### config.mk
export PLATFORM = sky130hd
export DESIGN_NAME = sid_wr_sched
export DESIGN_NICKNAME = d
export VERILOG_FILES = /design/src/rtl/sid_wr_sched.sv
export SDC_FILE = /design/constraint.sdc
export NUM_CORES = 1
export LEC_CHECK = 0
export BUFFER_PORTS_ARGS = -buffer_cell sky130_fd_sc_hd__buf_2
export CAP_MARGIN = 40
export CORE_AREA = 2 2 97 99
export DETAILED_ROUTE_END_ITERATION = 12
export DIE_AREA = 0 0 99 101
export HOLD_SLACK_MARGIN = 0.05
export PLACE_DENSITY_LB_ADDON = 0.08
export SLEW_MARGIN = 20
export SYNTH_ARGS = -nofsm -noshare
export SYNTH_HDL_FRONTEND = slang
export SYNTH_SLANG_ARGS = --single-unit
### constraint.sdc
create_clock -name clk -period 2 [get_ports clk]
set_clock_uncertainty 0.2 [all_clocks]
set_input_delay 0.2 -clock clk [delete_from_list [all_inputs] [get_ports clk]]
set_output_delay 0.2 -clock clk [all_outputs]
set_load 0.005 [all_outputs]
### src/rtl/sid_wr_sched.sv
// rtl/sid_wr_sched.sv - SID register-write scheduler: A/B arbitration, write FIFO, clear sequencer
module sid_wr_sched #(
  parameter int FIFO_DEPTH  = 4,
  parameter bit CLR_ON_INIT = 1'b1
) (
  input  logic       clk,
  input  logic       reset_n,
  input  logic       ce_1m,
  input  logic       a_req,
  input  logic [4:0] a_addr,
  input  logic [7:0] a_data,
  output logic       a_ack,
  input  logic       b_req,
  input  logic [4:0] b_addr,
  input  logic [7:0] b_data,
  output logic       b_ack,
  input  logic       clear,
  output logic       sid_we,
  output logic [4:0] sid_addr,
  output logic [7:0] sid_data,
  output logic       busy
);

  localparam int PW = $clog2(FIFO_DEPTH);
  localparam logic [PW:0] DEPTH_C = (PW+1)'(FIFO_DEPTH);
  localparam logic [0:0] ST_IDLE  = 1'b0;
  localparam logic [0:0] ST_CLEAR = 1'b1;
  localparam logic [4:0] CLR_LAST = 5'h18;

  logic [0:0]    state;
  logic [PW:0]   count;
  logic [PW-1:0] wr_ptr;
  logic [PW-1:0] rd_ptr;
  logic [4:0]    clr_cnt;
  logic          last_grant_b;
  logic [12:0]   fifo_mem [FIFO_DEPTH];

  logic        can_push;
  logic        grant_a;
  logic        grant_b;
  logic        push;
  logic        pop;
  logic [12:0] push_entry;
  logic [12:0] head;

  // A wins a tie unless it was the last one granted.
  always_comb begin
    can_push   = 1'b0;
    grant_a    = 1'b0;
    grant_b    = 1'b0;
    push       = 1'b0;
    pop        = 1'b0;
    push_entry = 13'd0;
    head       = fifo_mem[rd_ptr];
    can_push   = !clear && (state == ST_IDLE) && (count < DEPTH_C);
    grant_a    = can_push && a_req && (!b_req || last_grant_b);
    grant_b    = can_push && b_req && !grant_a;
    push       = grant_a || grant_b;
    push_entry = grant_a ? {a_addr, a_data} : {b_addr, b_data};
    pop        = !clear && (state == ST_IDLE) && ce_1m && (count != '0);
  end

  assign a_ack = grant_a && reset_n;
  assign b_ack = grant_b && reset_n;
  assign busy  = (state == ST_CLEAR) || (count != '0);

  always_ff @(posedge clk) begin
    if (push) begin
      fifo_mem[wr_ptr] <= push_entry;
    end
  end

  always_ff @(posedge clk or negedge reset_n) begin
    if (!reset_n) begin
      state        <= CLR_ON_INIT ? ST_CLEAR : ST_IDLE;
      count        <= '0;
      wr_ptr       <= '0;
      rd_ptr       <= '0;
      clr_cnt      <= 5'd0;
      last_grant_b <= 1'b1;
      sid_we       <= 1'b0;
      sid_addr     <= 5'd0;
      sid_data     <= 8'd0;
    end else begin
      sid_we <= 1'b0;
      if (clear) begin
        state   <= ST_CLEAR;
        count   <= '0;
        wr_ptr  <= '0;
        rd_ptr  <= '0;
        clr_cnt <= 5'd0;
      end else if (state == ST_CLEAR) begin
        if (ce_1m) begin
          sid_we   <= 1'b1;
          sid_addr <= clr_cnt;
          sid_data <= 8'd0;
          if (clr_cnt == CLR_LAST) begin
            state   <= ST_IDLE;
            clr_cnt <= 5'd0;
          end else begin
            clr_cnt <= clr_cnt + 5'd1;
          end
        end
      end else begin
        if (push) begin
          wr_ptr       <= wr_ptr + 1'b1;
          last_grant_b <= grant_b;
        end
        if (pop) begin
          rd_ptr   <= rd_ptr + 1'b1;
          sid_we   <= 1'b1;
          sid_addr <= head[12:8];
          sid_data <= head[7:0];
        end
        if (push && !pop) begin
          count <= count + 1'b1;
        end else if (pop && !push) begin
          count <= count - 1'b1;
        end
      end
    end
  end

endmodule

==> out/qor.txt, run 1 <==
Worst Max-Slew Pin Slew: 0.4015 ns
cell with the largest stage delay on the worst path: sky130_fd_sc_hd__dlygate4sd3_1
final period demand of the worst path: 1.952 ns
Detail Route Antenna Nets: 0
setup TNS: 0 ns
maximum vdd ir drop: 485.5 µV
final WL: 7046 µm
clock network fraction of design power: 40.6%
count of routing violations after the opening detailed-route iteration: 99
First-pass DRT Iterations: 4
distinct cell type count of the synthesized netlist: 45
number of global-route vias before repair: 2273
mean post-synth cell area: 16.15 µm²
maximum number of pins on one net before global-route repair: 29
sw power: 745.3 µW
max-cap check violation count: 0
startpoint types: input port
area of the core region: 8977 µm²
worst rel slew slack: 73.23%
fraction of registers with async set/reset: 35.00%
Max clock buf depth: 2
worst endpoint data arrival time: 1.99 ns
half-perimeter wire length of the detailed placement result: 4477 µm
H-tree lvl count: 3
fraction of the yosys area taken by sequential cells: 64.92%
pins over their slew limit: 0
count of inserted antenna diode cells: 0
CTS tree: done
leakage: 0.001828 µW
outcome: finished clean
part of the power in combinational logic: 6.0%
layout overhead on the synthesized area: 31.92%
gate count after technology mapping: 216
primary flip-flop cell chosen by synthesis mapping: sky130_fd_sc_hd__edfxtp_1
vias per cell: 5.014
# port buffers: 48
DIE HEIGHT: 101 µm
number of primary I/O pins: 49
FF+latch count, synth: 80
total power density per cell area: 732.3 nW/µm²
maximum fanout encountered on the critical timing path: 5
nature of the critical path endpoint: flip-flop
Residual DRC: 0
NumNets Final: 355
classification of the worst-slack hold path: in -> reg
Die Span X: 99 µm
Skew-Pair Late Insertion Delay: 0.34 ns
post-route cell area: 4602 µm²
warnings from Yosys: 0
most common cell after layout, fill and taps aside: sky130_fd_sc_hd__edfxtp_1
post-route clock period utilization: 97.62%
initial antenna violation count: 0
clock sink total: 80
fraction of power consumed by sequential logic: 53.4%
setup repair after global routing missed its margin: yes
TritonCTS Buffers: 9
final weighted congestion in routability-driven placement: 0.7412
cells traversed along the worst timing path: dlygate4sd3_1 -> buf_2 -> o21ai_1 -> nor2_4 -> fa_2 -> and4b_1 -> a211o_1
count of final hold-check violations: 0
initial standard-cell utilization of the core: 38.86%
share of cells above drive strength 1: 42.37%
required time of the critical path: 2.04 ns
top library cells by usage in the layout, fill and taps aside: 52 x sky130_fd_sc_hd__edfxtp_1, 47 x sky130_fd_sc_hd__buf_2, 30 x sky130_fd_sc_hd__dlygate4sd3_1, 25 x sky130_fd_sc_hd__dfrtp_1, 15 x sky130_fd_sc_hd__buf_4
Post-synth EDFFs: 52
Largest stage delay, worst path: 0.53 ns
remaining global-route overflow: 0
global-route wire length before repair: 11700 µm
netlist area before placement: 3488 µm²
aggregate global-route resource usage: 15.58%
post-detailed-route wirelength per cell: 16.31 µm
Post-Place Cell Area: 3995 µm²
area of the die: 9999 µm²
root cell of the clock tree: sky130_fd_sc_hd__clkbuf_8
number of setup violations in the final report: 0
Site Rows: 35
CTS clock-pin slew for the worst setup and hold paths: 0.09 ns
critical path type: in -> reg
Internal Pwr Total: 2625 µW
number of vias in the routed layout: 2166
maximum clock frequency: 0.5122 GHz
Synth Net Count: 255
switching share of total power: 22.11%
[kinds of logic (layout without fill, tap and decap cells)]
group	after synthesis	after routing	share of synthesized area, %
flops	80	80	64.92
simple gates	42	42	7.533
compound gates	33	33	6.743
mux	33	33	14.60
buf+inv	18	123	2.726
fa+ha+maj	7	7	2.726
xor+xnor	3	3	0.7534
[stage by stage]
step	worst slack [ns]	utilization [%]	hold slack [ns]	cells	total power (µW)
floorplan	-0.06089	-	-0.2956	216	1909
global placement	0.07501	44.50	0.09319	382	1989
detailed placement	0.04541	44.50	0.08722	382	1991
CTS	0.01458	50.66	0.07784	430	3411
global route	-0.04519	51.26	0.09740	432	3510
finish	0.04762	51.26	0.09478	432	3370
[worst max-delay path: cells and delay by family]
kind	cells	cell delay [ns]
buffers and inverters	2	0.69
AO/OA/AOI/OAI	2	0.49
adder cells (fa/ha/maj)	1	0.37
AND/OR/NAND/NOR	2	0.24
[synth_stat cells (2+ instances only)]
master	n	area (µm²)
sky130_fd_sc_hd__edfxtp_1	52	1562
sky130_fd_sc_hd__dfrtp_1	26	650.6
sky130_fd_sc_hd__mux2_2	13	146.4
sky130_fd_sc_hd__mux4_2	13	292.8
sky130_fd_sc_hd__nor2_1	9	33.78
sky130_fd_sc_hd__a22o_1	8	70.07
sky130_fd_sc_hd__a21oi_1	7	35.03
sky130_fd_sc_hd__inv_1	7	26.28
sky130_fd_sc_hd__mux2i_1	7	70.07
sky130_fd_sc_hd__ha_1	6	75.07
sky130_fd_sc_hd__a21oi_2	5	43.79
sky130_fd_sc_hd__nand2_1	5	18.77
sky130_fd_sc_hd__and2_1	4	25.02
sky130_fd_sc_hd__buf_2	4	20.02
sky130_fd_sc_hd__a31oi_1	3	18.77
sky130_fd_sc_hd__nand2b_1	3	18.77
sky130_fd_sc_hd__nor2_2	3	18.77
sky130_fd_sc_hd__nor3_1	3	15.01
sky130_fd_sc_hd__o21ai_0	3	15.01
sky130_fd_sc_hd__xnor2_1	3	26.28
sky130_fd_sc_hd__and4b_1	2	20.02
sky130_fd_sc_hd__buf_4	2	15.01
sky130_fd_sc_hd__buf_6	2	22.52
sky130_fd_sc_hd__clkbuf_1	2	7.510
sky130_fd_sc_hd__dfstp_2	2	52.55
sky130_fd_sc_hd__nand3_1	2	10.01
sky130_fd_sc_hd__nand4_1	2	12.51
[repair_timing]
action,in CTS,in global routing
endpoints found under the setup margin,2,6
hold buffers,30,0
buffers inserted,2,2
gates cloned,0,0
resized for setup,2,8
hold endpoints to repair,82,0
pin swaps,1,2
[final timing paths]
kind | startpoint | endpoint | slack [ns] | depth (start not counted)
hold reg to reg | sid_data[7] | sid_data[7] | 0.31 | 1
hold / removal | clear | clr_cnt[1] | 0.09 | 3
setup / recovery | a_req | count[2] | 0.05 | 7
max in group asynchronous | reset_n | last_grant_b | 1.04 | 3
min in group asynchronous | reset_n | sid_data[7] | 0.24 | 3
setup reg to reg | state | fifo_mem[0][2] | 0.05 | 6
[area by class of cell]
class,instances,area [µm²]
Multi-Input combinational cell,118,1172
Clock inverter,7,108.9
Tap cell,111,138.9
Timing Repair Buffer,99,762.0
Inverter,8,30.03
Fill cell,739,4375
Sequential cell,80,2266
Clock buffer,9,123.9
[sequential cells by signal, indices dropped and copies added (netlist names)]
| register | cells |
|---|---|
| last_grant_b | 1 |
| sid_data | 8 |
| fifo_mem | 52 |
| count | 3 |
| sid_addr | 5 |
| wr_ptr | 2 |
| state | 1 |
| rd_ptr | 2 |
| sid_we | 1 |
| clr_cnt | 5 |
[power by group through the flow]
stage	clock (µW)	sequential (µW)	combinational, µW
2_1_floorplan	0	1840	72.5
3_3_place_gp	0	1840	152
3_5_place_dp	0	1840	154
4_1_cts	1410	1800	201
5_1_grt	1480	1810	225
6_report	1370	1800	201
[layer usage]
metal / track usage [%] / vias up / share of wire (%)
met5: 0 / - / 0
met1: 18.24 / 1084 / 43
met4: 4.004 / 0 / 1.1
li1: - / 1026 / -
met2: 28.07 / 47 / 52
met3: 4.577 / 9 / 3.8
(Power assumes the default switching activity.)
==> run 2, diff against run 1 <==
Settings changed: CTS_CLUSTER_DIAMETER from default to 150, RECOVER_POWER from default to 25, SLEW_MARGIN 20 to default.
==> out/qor.txt, run 2 (synthesis results as in run 1) <==
CTS tree: done
worst rel slew slack: 47.39%
share of cells above drive strength 1: 39.88%
pins over their slew limit: 0
total power density per cell area: 733.5 nW/µm²
Post-Place Cell Area: 3995 µm²
root cell of the clock tree: sky130_fd_sc_hd__clkbuf_8
Internal Pwr Total: 2622 µW
remaining global-route overflow: 0
aggregate global-route resource usage: 15.58%
final core occ: 51.12%
max-cap check violation count: 0
routing usage on met3: 4.577%
global-route wire length before repair: 11700 µm
leakage: 0.001799 µW
area of the die: 9999 µm²
count of cells along the worst hold path: 3
worst-case register-to-register setup slack: 0.05 ns
number of global-route vias before repair: 2273
top flop regs: fifo_mem x52, sid_data x8
top library cells by usage in the layout, fill and taps aside: 52 x sky130_fd_sc_hd__edfxtp_1, 39 x sky130_fd_sc_hd__buf_2, 30 x sky130_fd_sc_hd__dlygate4sd3_1, 25 x sky130_fd_sc_hd__dfrtp_1, 14 x sky130_fd_sc_hd__buf_4
part of the power in combinational logic: 5.9%
busiest layer in global routing: met2
NumNets Final: 355
area of the core region: 8977 µm²
# port buffers: 48
worst endpoint data arrival time: 1.99 ns
Residual DRC: 0
half-perimeter wire length of the detailed placement result: 4477 µm
Skew-Pair Late Insertion Delay: 0.34 ns
switching share of total power: 22.12%
final WL: 7057 µm
Placement Setup Slack: 0.04541 ns
met2 Usage GRT: 28.07%
post-detailed-route wirelength per cell: 16.34 µm
Hold Path Sink: clr_cnt[1]
classification of the worst-slack hold path: in -> reg
final period demand of the worst path: 1.953 ns
Die Span X: 99 µm
count of inserted antenna diode cells: 0
clock network fraction of design power: 40.6%
count of routing violations after the opening detailed-route iteration: 99
met1 usage in global routing: 18.24%
smallest setup slack after layout: 0.04747 ns
First-pass DRT Iterations: 4
DIE HEIGHT: 101 µm
number of vias in the routed layout: 2165
nature of the critical path endpoint: flip-flop
depth of the worst register-to-register path: 6
maximum clock frequency: 0.5122 GHz
maximum vdd ir drop: 485.6 µV
post-route cell area: 4589 µm²
initial antenna violation count: 0
RR Startpoint: state
register name with the most flops: fifo_mem
startpoint types: input port
count of final hold-check violations: 0
post-route clock period utilization: 97.63%
clock sink total: 80
maximum number of pins on one net before global-route repair: 29
vias per cell: 5.012
Filler cells: 748
number of flip-flops under the largest register name: 52
H-tree lvl count: 3
launch point of the worst hold path: clear
initial standard-cell utilization of the core: 38.86%
sw power: 744.7 µW
endpoint of the worst-slack reg-to-reg timing path: fifo_mem[0][2]
Max clock buf depth: 2
setup repair after global routing missed its margin: yes
fraction of power consumed by sequential logic: 53.5%
required time of the critical path: 2.04 ns
TritonCTS Buffers: 9
CTS clock-pin slew for the worst setup and hold paths: 0.09 ns
number of setup violations in the final report: 0
final weighted congestion in routability-driven placement: 0.7412
maximum fanout encountered on the critical timing path: 5
layout overhead on the synthesized area: 31.56%
Detail Route Antenna Nets: 0
critical path type: in -> reg
Site Rows: 35
Worst Max-Slew Pin Slew: 0.7891 ns
number of primary I/O pins: 49
outcome: finished clean
most common cell after layout, fill and taps aside: sky130_fd_sc_hd__edfxtp_1
## run 2: cell types whose count changed in the layout (fill, tap and decap cells not counted)
cell / delta
sky130_fd_sc_hd__clkbuf_1: +8
sky130_fd_sc_hd__buf_4: -1
sky130_fd_sc_hd__buf_2: -8
sky130_fd_sc_hd__clkbuf_2: +1
## run 2: layout make-up
cell class	count	area [µm²]	area share, %
sequential	80	2266	49.37
multi-input combinational	118	1172	25.55
timing repair buffer	99	749.5	16.33
tap	111	138.9	3.026
clock buffer	9	123.9	2.699
clock inverter	7	108.9	2.372
inverter	8	30.03	0.6543
## run 2: metal layers
metal | vias up | wire [µm]
li1 | 1026 | -
met1 | 1083 | 3059
met2 | 47 | 3649
met3 | 9 | 267
met4 | 0 | 81
met5 | - | 0
## run 2: repair_timing
action,CTS,global route
endpoints found under the hold margin,82,0
setup endpoints to repair,2,6
setup buffers,2,2
pin swaps,1,2
gates resized for setup,2,8
hold buffers,30,0
## run 2: metrics by stage
| stage | setup TNS, ns | total power (µW) | instances | hold slack (ns) |
|---|---|---|---|---|
| floorplan | -0.06089 | 1909 | 216 | -0.2956 |
| global placement | 0 | 1989 | 382 | 0.09319 |
| detailed placement | 0 | 1991 | 382 | 0.08722 |
| CTS | 0 | 3411 | 430 | 0.07784 |
| global route | -0.05092 | 3507 | 432 | 0.09740 |
| finish | 0 | 3366 | 432 | 0.09517 |
## run 2: power by group through the flow
stage	Combinational (µW)	Clock, µW	Sequential [µW]
finish	198	1370	1800
global route	221	1480	1810
CTS	201	1410	1800
detailed placement	154	0	1840
global placement	152	0	1840
floorplan	72.5	0	1840
## run 2: worst max-delay path, stage by stage
cell                            delay [ns]
sky130_fd_sc_hd__dlygate4sd3_1        0.53
sky130_fd_sc_hd__buf_2                0.16
sky130_fd_sc_hd__o21ai_1              0.27
sky130_fd_sc_hd__nor2_4               0.06
sky130_fd_sc_hd__fa_2                 0.37
sky130_fd_sc_hd__and4b_1              0.18
sky130_fd_sc_hd__a211o_1              0.22
## run 2: worst max path at each step
| stage | end | from |
|---|---|---|
| floorplan | count[2] | count[2] |
| global placement | fifo_mem[1][6] | count[2] |
| detailed placement | count[2] | clear |
| CTS | count[1] | count[2] |
| global route | count[2] | state |
| finish | count[2] | a_req |
==> run 3, diff against run 2 <==
Settings changed: MAX_ROUTING_LAYER from default to met4.
==> out/qor.txt, run 3 (synthesis results as in run 1) <==
RR Startpoint: count[2]
count of routing violations after the opening detailed-route iteration: 95
maximum fanout encountered on the critical timing path: 5
number of primary I/O pins: 49
Residual DRC: 0
aggregate global-route resource usage: 16.06%
share of cells above drive strength 1: 39.88%
Detail Route Antenna Nets: 0
clock sink total: 80
Max clock buf depth: 2
initial antenna violation count: 0
root cell of the clock tree: sky130_fd_sc_hd__clkbuf_8
Hold Path Sink: clr_cnt[1]
count of cells along the worst hold path: 3
TritonCTS Buffers: 9
number of flip-flops under the largest register name: 52
endpoint of the worst-slack reg-to-reg timing path: count[2]
DIE HEIGHT: 101 µm
Site Rows: 35
total power density per cell area: 732.9 nW/µm²
CTS tree: done
First-pass DRT Iterations: 4
depth of the worst register-to-register path: 7
post-detailed-route wirelength per cell: 16.33 µm
classification of the worst-slack hold path: in -> reg
remaining global-route overflow: 0
leakage: 0.001799 µW
setup TNS: 0 ns
most common cell after layout, fill and taps aside: sky130_fd_sc_hd__edfxtp_1
CTS clock-pin slew for the worst setup and hold paths: 0.09 ns
buffer and inverter count on the worst path: 2
initial standard-cell utilization of the core: 38.86%
global-route wire length before repair: 11710 µm
launch point of the worst hold path: clear
top library cells by usage in the layout, fill and taps aside: 52 x sky130_fd_sc_hd__edfxtp_1, 39 x sky130_fd_sc_hd__buf_2, 30 x sky130_fd_sc_hd__dlygate4sd3_1, 25 x sky130_fd_sc_hd__dfrtp_1, 14 x sky130_fd_sc_hd__buf_4
cell with the largest stage delay on the worst path: sky130_fd_sc_hd__dlygate4sd3_1
post-route cell area: 4589 µm²
top flop regs: fifo_mem x52, sid_data x8
number of setup violations in the final report: 0
post-route clock period utilization: 97.61%
maximum clock frequency: 0.5122 GHz
Skew-Pair Late Insertion Delay: 0.34 ns
count of inserted antenna diode cells: 0
H-tree lvl count: 3
number of vias in the routed layout: 2157
count of final hold-check violations: 0
cells traversed along the worst timing path: dlygate4sd3_1 -> buf_2 -> o21ai_1 -> nor2_4 -> fa_2 -> and4b_1 -> a211o_1
Die Span X: 99 µm
max-cap check violation count: 0
setup repair after global routing missed its margin: yes
worst rel slew slack: 47.29%
Placement Setup Slack: 0.04541 ns
nature of the critical path endpoint: flip-flop
Post-Place Cell Area: 3995 µm²
final weighted congestion in routability-driven placement: 0.7504
area of the die: 9999 µm²
pins over their slew limit: 0
family of cells with the greatest summed delay on the critical path: buffers and inverters
register name with the most flops: fifo_mem
smallest setup slack after layout: 0.04779 ns
worst-case register-to-register setup slack: 0.06 ns
final WL: 7054 µm
maximum vdd ir drop: 482.3 µV
startpoint types: input port
area of the core region: 8977 µm²
Largest stage delay, worst path: 0.53 ns
vias per cell: 4.993
# port buffers: 48
NumNets Final: 355
Worst Max-Slew Pin Slew: 0.7906 ns
maximum number of pins on one net before global-route repair: 29
critical path type: in -> reg
worst endpoint data arrival time: 1.99 ns
layout overhead on the synthesized area: 31.56%
final period demand of the worst path: 1.952 ns
required time of the critical path: 2.04 ns
outcome: finished clean
number of global-route vias before repair: 2268
half-perimeter wire length of the detailed placement result: 4477 µm
[run 3: cell counts in the layout (fill, tap and decap cells not counted)]
Identical to the previous run, type by type.
[run 3: layer usage]
| layer | global-route usage, % | wire length [µm] |
|---|---|---|
| met1 | 18.33 | 3034 |
| met2 | 28.01 | 3691 |
| met3 | 4.577 | 276 |
| met4 | 4.004 | 51 |
| met5 | - | 0 |
[run 3: worst max path at each step]
| stage | startpoint | endpoint | cells after the start |
|---|---|---|---|
| 2_1_floorplan | count[2] | count[2] | 7 |
| 3_3_place_gp | count[2] | fifo_mem[1][6] | 5 |
| 3_5_place_dp | clear | count[2] | 7 |
| 4_1_cts | count[2] | count[1] | 6 |
| 5_1_grt | state | count[2] | 6 |
| 6_report | a_req | count[2] | 7 |
[run 3: cell type report]
type	instances	area [µm²]
Fill cell	748	4388
Sequential cell	80	2266
Multi-Input combinational cell	118	1172
Timing Repair Buffer	99	749.5
Tap cell	111	138.9
Clock buffer	9	123.9
Clock inverter	7	108.9
Inverter	8	30.03
[run 3: metrics by stage]
stage	util (%)	hold slack (ns)	power [µW]	cells
3_3_place_gp	44.50	0.09319	1989	382
2_1_floorplan	-	-0.2956	1909	216
4_1_cts	50.66	0.07784	3411	430
5_1_grt	51.12	0.09740	3510	432
3_5_place_dp	44.50	0.08722	1991	382
6_report	51.12	0.09411	3364	432
[run 3: what timing repair did]
item                       4_1_cts  5_1_grt
pin swaps                        1        2
setup endpoints to repair        2        6
setup buffers                    2        2
hold endpoints to repair        82        0
hold buffers                    30        0
gates resized for setup          2        8
[run 3: where the power goes]
group | leakage, µW | switching [µW] | total [µW] | internal [µW]
Sequential | 0.000837 | 17.9 | 1800 | 1780
Combinational | 0.000844 | 91.1 | 197 | 106
Clock | 0.000118 | 633 | 1360 | 731
[run 3: worst min-delay path, cell delays in order]
cell                      delay [ns]
sky130_fd_sc_hd__buf_2          0.13
sky130_fd_sc_hd__buf_4          0.22
sky130_fd_sc_hd__a21oi_1        0.06
